### src/rtl/bubsys_framegrab_ctrl.sv
// Frame-grab controller: captures one 256x224 active frame into a capture RAM via a small pixel FIFO.
// Optional macro BUBSYS_FRAMEGRAB_BOTTOMUP_EN stores lines bottom-up (line index 223-y).
module bubsys_framegrab_ctrl #(
  parameter logic [15:0] BASE_ADDR       = 16'h0000,
  parameter int          FIFO_DEPTH_LOG2 = 3
) (
  input  logic        i_EMU_MCLK,
  input  logic        i_EMU_MRST_n,
  input  logic        i_EMU_CLK6MPCEN_n,
  input  logic [8:0]  i_HCOUNTER,
  input  logic [8:0]  i_VCOUNTER,
  input  logic [15:0] i_VIDEODATA,
  input  logic        i_ARM,
  input  logic        i_CONTINUOUS,
  output logic        o_BUSY,
  output logic        o_DONE,
  output logic        o_OVERRUN,
  output logic [7:0]  o_FRAME_CNT,
  output logic        o_MEM_REQ,
  input  logic        i_MEM_ACK,
  output logic [15:0] o_MEM_ADDR,
  output logic [14:0] o_MEM_DATA
);

  // state   | meaning
  // IDLE    | waiting for i_ARM
  // ARMED   | waiting for frame start (V=272, H=277)
  // CAPTURE | pushing active-window pixels into the FIFO
  // DRAIN   | last pixel pushed, waiting for the FIFO to empty

  localparam int                       L_DEPTH  = 1 << FIFO_DEPTH_LOG2;
  localparam logic [FIFO_DEPTH_LOG2:0] L_FULL   = (FIFO_DEPTH_LOG2+1)'(L_DEPTH);
  localparam logic [FIFO_DEPTH_LOG2:0] L_CNT_1  = (FIFO_DEPTH_LOG2+1)'(1);
  localparam logic [FIFO_DEPTH_LOG2-1:0] L_PTR_1 = (FIFO_DEPTH_LOG2)'(1);

  typedef enum logic [1:0] {S_IDLE, S_ARMED, S_CAPTURE, S_DRAIN} state_t;

  state_t r_state;
  state_t w_state_nxt;

  logic        w_pix_en;
  logic        w_in_v;
  logic        w_in_h;
  logic        w_frame_start;
  logic        w_frame_last;
  logic [7:0]  w_x;
  logic [7:0]  w_y;
  logic [7:0]  w_line;
  logic [15:0] w_addr;
  logic        w_unused_vid15;

  logic [30:0]                r_mem [L_DEPTH];
  logic [FIFO_DEPTH_LOG2-1:0] r_wr_ptr;
  logic [FIFO_DEPTH_LOG2-1:0] r_rd_ptr;
  logic [FIFO_DEPTH_LOG2:0]   r_count;
  logic                       r_overrun;
  logic [7:0]                 r_frame_cnt;

  logic        w_empty;
  logic        w_full;
  logic        w_pop;
  logic        w_push_req;
  logic        w_push;
  logic        w_drop;
  logic        w_arm_evt;
  logic        w_done_evt;
  logic [30:0] w_head;

  assign w_pix_en       = ~i_EMU_CLK6MPCEN_n;
  assign w_unused_vid15 = i_VIDEODATA[15];

  assign w_in_v = (i_VCOUNTER >= 9'd272) && (i_VCOUNTER <= 9'd495);
  assign w_in_h = (i_HCOUNTER >= 9'd278) ||
                  ((i_HCOUNTER >= 9'd128) && (i_HCOUNTER <= 9'd149));

  assign w_frame_start = w_pix_en && (i_VCOUNTER == 9'd272) && (i_HCOUNTER == 9'd277);
  assign w_frame_last  = w_pix_en && (i_VCOUNTER == 9'd495) && (i_HCOUNTER == 9'd149);

  // Modulo-256 arithmetic on the low counter bits: 278-256=22, 234-128=106, 272-256=16.
  assign w_x = (i_HCOUNTER >= 9'd278) ? (i_HCOUNTER[7:0] - 8'd22)
                                      : (i_HCOUNTER[7:0] + 8'd106);
  assign w_y = i_VCOUNTER[7:0] - 8'd16;

`ifdef BUBSYS_FRAMEGRAB_BOTTOMUP_EN
  assign w_line = 8'd223 - w_y;
`else
  assign w_line = w_y;
`endif

  assign w_addr = BASE_ADDR + {w_line, w_x};

  assign w_empty = (r_count == '0);
  assign w_full  = (r_count == L_FULL);
  assign w_pop   = ~w_empty & i_MEM_ACK;
  assign w_push  = w_push_req & (~w_full | w_pop);
  assign w_drop  = w_push_req & w_full & ~w_pop;
  assign w_head  = r_mem[r_rd_ptr];

  always_ff @(posedge i_EMU_MCLK) begin
    if (!i_EMU_MRST_n) begin
      r_state <= S_IDLE;
    end else begin
      r_state <= w_state_nxt;
    end
  end

  always_comb begin
    w_state_nxt = r_state;
    unique case (r_state)
      S_IDLE:    if (i_ARM) w_state_nxt = S_ARMED;
      S_ARMED:   if (w_frame_start) w_state_nxt = S_CAPTURE;
      S_CAPTURE: if (w_frame_last) w_state_nxt = S_DRAIN;
      S_DRAIN:   if (w_empty) w_state_nxt = i_CONTINUOUS ? S_ARMED : S_IDLE;
      default:   w_state_nxt = S_IDLE;
    endcase
  end

  always_comb begin
    o_BUSY     = 1'b1;
    w_push_req = 1'b0;
    w_arm_evt  = 1'b0;
    w_done_evt = 1'b0;
    unique case (r_state)
      S_IDLE: begin
        o_BUSY    = 1'b0;
        w_arm_evt = i_ARM;
      end
      S_CAPTURE: w_push_req = w_pix_en & w_in_v & w_in_h;
      S_DRAIN:   w_done_evt = w_empty;
      default:   ;
    endcase
  end

  always_ff @(posedge i_EMU_MCLK) begin
    if (!i_EMU_MRST_n) begin
      r_wr_ptr    <= '0;
      r_rd_ptr    <= '0;
      r_count     <= '0;
      r_overrun   <= 1'b0;
      r_frame_cnt <= 8'd0;
    end else begin
      if (w_push) r_wr_ptr <= r_wr_ptr + L_PTR_1;
      if (w_pop)  r_rd_ptr <= r_rd_ptr + L_PTR_1;
      if (w_push && !w_pop) begin
        r_count <= r_count + L_CNT_1;
      end else if (w_pop && !w_push) begin
        r_count <= r_count - L_CNT_1;
      end
      if (w_arm_evt) begin
        r_overrun <= 1'b0;
      end else if (w_drop) begin
        r_overrun <= 1'b1;
      end
      if (w_done_evt) r_frame_cnt <= r_frame_cnt + 8'd1;
    end
  end

  // Entries carry their own address, so dropped pixels never shift later ones.
  always_ff @(posedge i_EMU_MCLK) begin
    if (w_push) r_mem[r_wr_ptr] <= {w_addr, i_VIDEODATA[14:0]};
  end

  assign o_DONE      = w_done_evt;
  assign o_OVERRUN   = r_overrun;
  assign o_FRAME_CNT = r_frame_cnt;
  assign o_MEM_REQ   = ~w_empty;
  assign o_MEM_ADDR  = w_empty ? 16'h0000 : w_head[30:15];
  assign o_MEM_DATA  = w_empty ? 15'h0000 : w_head[14:0];

endmodule

### config.mk
export PLATFORM = sky130hd
export DESIGN_NAME = bubsys_framegrab_ctrl
export DESIGN_NICKNAME = d
export VERILOG_FILES = /design/src/rtl/bubsys_framegrab_ctrl.sv
export SDC_FILE = /design/constraint.sdc
export NUM_CORES = 1
export LEC_CHECK = 0
export ABC_CLOCK_PERIOD_IN_PS = 3650
export CORE_ASPECT_RATIO = 0.8
export CORE_MARGIN = 2
export CORE_UTILIZATION = 53
export CTS_CLUSTER_DIAMETER = 30
export DETAILED_ROUTE_END_ITERATION = 10
export GPL_ROUTABILITY_DRIVEN = 0
export GPL_TIMING_DRIVEN = 0
export HOLD_SLACK_MARGIN = 0.15
export PLACE_DENSITY = 0.76
export SYNTH_ARGS = -nofsm -noshare
export SYNTH_HDL_FRONTEND = slang
export SYNTH_SLANG_ARGS = --single-unit
### constraint.sdc
create_clock -name i_EMU_MCLK -period 3.65 [get_ports i_EMU_MCLK]
set_clock_uncertainty 0.05 [all_clocks]
set_input_delay 0.73 -clock i_EMU_MCLK [delete_from_list [all_inputs] [get_ports i_EMU_MCLK]]
set_output_delay 0.73 -clock i_EMU_MCLK [all_outputs]
set_load 0.1 [all_outputs]
==> metrics.md <==
| Metric | Value |
|---|---|
| Clock transition at the registers of the reported paths | `0.05 ns` |
| Total of max-cap violations | `0` |
| Die H | `133 um` |
| Pre-CTS setup slack | `-0.799 ns` |
| Final setup margin | `0.114 ns` |
| Post-synth ARST share | `0%` |
| Run status | `complete, no violations` |
| Routed len/inst | `23.5 um` |
| Synthesized area | `11000 um^2` |
| Initial core utilization | `53.6%` |
| Number of core rows | `47` |
| Lkg Pwr | `0.00463 uW` |
| Top cells by area, synth | `edfxtp_1 68%, mux4_2 13%, dfxtp_1 4.4%` |
| Fillers | `1272` |
| Num ports | `83` |
| Reg area | `7930 um^2` |
| DP HPWL | `14500 um` |
| WS Path Type | `flip-flop to primary output` |
| Root Buffer | `clkbuf_16` |
| Avg Cell Area, Syn | `19.2 um^2` |
| Minimum clock period | `3.54 ns` |
| Port Buffers | `81` |
| DIE AREA | `21900 um^2` |
| Antenna Nets Post-Route | `0` |
| ANT cells | `0` |
| TritonCTS clock tree | `built` |
| Clock latency at the later pin of the worst-skew pair | `0.51 ns` |
| Yosys top cell area share | `67.7%` |
| Vias in the first global route | `6319` |
| Die W | `165 um` |
| #FFs+latches synth | `272` |
| Number of DRC markers in iteration 0 | `460` |
| Final-report hold violation count | `0` |
| Num CTS Buffers | `41` |
| Distinct cells, synth | `52` |
| Period utilization | `96.9%` |
| Achievable Freq | `283 MHz` |
| Syn_nets | `631` |
| # nets final | `766` |
| Worst EP required | `2.87 ns` |
| P&R area growth vs syn | `26.6%` |
| Vias per cell | `5.91` |
| GR Overflow Total | `0` |
| Area leader, netlist | `edfxtp_1` |
| Core footprint | `20500 um^2` |
| Maximum net fanout on the critical path | `10` |
| Seq/Total Area, Yosys | `72.1%` |
| Depth of the CTS H-tree | `2` |
| Post-CTS Hold Buffers | `0` |
| Pin count of the biggest net entering global routing | `32` |
| Synth Warn # | `0` |
| Drt drc | `0` |
| Clock Path Buffers | `3` |
| Detailed-route via count | `5965` |
| DRT Wirelength | `23700 um` |
| Clk sinks | `272` |
| VDD IR max | `1.09 mV` |
| Initial antenna violation count | `0` |
| First-pass GRT wire length | `35600 um` |
| Worst Hold Class | `flip-flop to flip-flop` |
| Share of layout cells above drive strength 1 | `28.7%` |
| Total GRT Usage | `22.2%` |
| Final Total Pwr | `11700 uW` |
| DR pass1 iterations | `5` |
| Main synth FF type | `edfxtp_1` |
| Arr. time, crit path | `2.76 ns` |
| # setup viols final | `0` |
| Startpoint types | `flip-flop` |
| Slew HR | `27.4%` |
| Mapped Cells | `574` |
| Number of synthesized flops with an enable pin | `248` |
| Multi-input gate area | `2990 um^2` |
| Power density cells | `843 nW/um^2` |
| Slew Viols, Final | `0` |
| Crit. End Element | `primary output` |
| Slew @ Worst Pin | `1.09 ns` |
-- logic make-up (layout without fill, tap and decap cells) --
group | count (synthesis) | count (layout) | share of synthesized area [%]
AOI/OAI and AO/OA | 24 | 24 | 1.64
xor gates and xnor gates | 18 | 18 | 1.43
adders and majority gates | 17 | 17 | 2.00
buffers and inverters | 37 | 204 | 1.36
DFF | 272 | 272 | 72.1
muxes | 100 | 100 | 16.2
and+or+nand+nor | 106 | 106 | 5.33
-- sequential cells by signal, indices dropped and copies added (netlist names), named ones only --
register	cells
o_OVERRUN	1
r_rd_ptr	3
r_state	2
r_wr_ptr	3
r_count	4
r_mem	248
o_FRAME_CNT	8
-- per-stage QoR --
stage | TNS (ns) | utilization (%) | instances | cell area [um^2] | hold slack [ns]
final | 0 | 67.8 | 1010 | 13900 | 0.459
after global routing | -0.000536 | 67.8 | 1010 | 13900 | 0.490
after CTS | 0 | 67.6 | 1007 | 13900 | 0.463
after detailed placement | -83.02 | 60.1 | 931 | 12300 | 0.448
after global placement | -258.91 | 59.2 | 924 | 12100 | 0.439
after floorplan | 0 | - | 574 | 11000 | 0.417
-- final cells by class --
| type | count | share of cell area, % |
|---|---|---|
| flip-flops and latches | 272 | 56.9 |
| multi-input cells | 265 | 21.5 |
| clock buffers | 49 | 7.96 |
| repair buffers | 94 | 7.60 |
| well taps | 269 | 2.42 |
| clock inverters | 26 | 2.41 |
| plain buffers | 23 | 0.881 |
| inverters | 12 | 0.324 |
-- timing repair --
action | 4_1_cts | 5_1_grt
gates resized for setup | 121 | 25
pin swaps | 1 | 3
buffers inserted | 2 | 4
gates cloned | 0 | 0
endpoints found under the setup margin | 65 | 39
-- where the power goes --
group          switching, uW  internal (uW)  leakage (uW)
Clock                   1380           2670      0.000693
Combinational           3050           1090       0.00151
Sequential              79.4           3470       0.00242
Total                   4510           7230       0.00463
-- worst max-delay path, cell delays in order (launching register included) --
cell and delay, ns:
dfxtp_1 0.30, clkbuf_1 0.28, buf_1 0.69, mux2i_1 0.20, nor2_1 0.19, clkdlybuf4s15_2 0.58
-- worst paths after layout --
kind | from | slack, ns | cells past startpoint | end
max | flip-flop | 0.11 | 5 | o_MEM_ADDR[10]
min | o_OVERRUN$_SDFFE_PP0P_ | 0.46 | 1 | o_OVERRUN$_SDFFE_PP0P_
max reg2reg | r_state[0]$_SDFFE_PN0P_ | 0.51 | 14 | r_count[3]$_SDFFE_PN0P_
min reg2reg | o_OVERRUN$_SDFFE_PP0P_ | 0.46 | 1 | o_OVERRUN$_SDFFE_PP0P_
-- routing by layer --
| metal | share of wire, % | global-route usage (%) | vias to the layer above |
|---|---|---|---|
| met5 | 0 | 0 | - |
| met4 | 2.6 | 8.02 | 0 |
| li1 | - | - | 2589 |
| met3 | 6.5 | 4.39 | 56 |
| met1 | 41 | 30.0 | 3060 |
| met2 | 50 | 36.3 | 260 |
-- layout by cell type (no fill, tap or decap), drive strengths merged, types with 17 or more instances in the layout --
cell type,netlist,layout
edfxtp,248,248
clkbuf,17,65
mux4,62,62
clkdlybuf4s50,0,39
mux2i,37,37
nor2,36,36
clkdlybuf4s15,0,31
dfxtp,24,24
buf,8,23
inv,12,17
-- Yosys cell counts (7+ instances only) --
cell,count
mux4_2,62
ha_1,16
nand2_1,14
mux2i_1,37
dfxtp_1,24
inv_1,12
xnor2_1,12
and2_1,13
clkbuf_1,17
edfxtp_1,248
nor2_1,35
nand3_1,7
No activity file was read; power rests on OpenSTA's default activity.
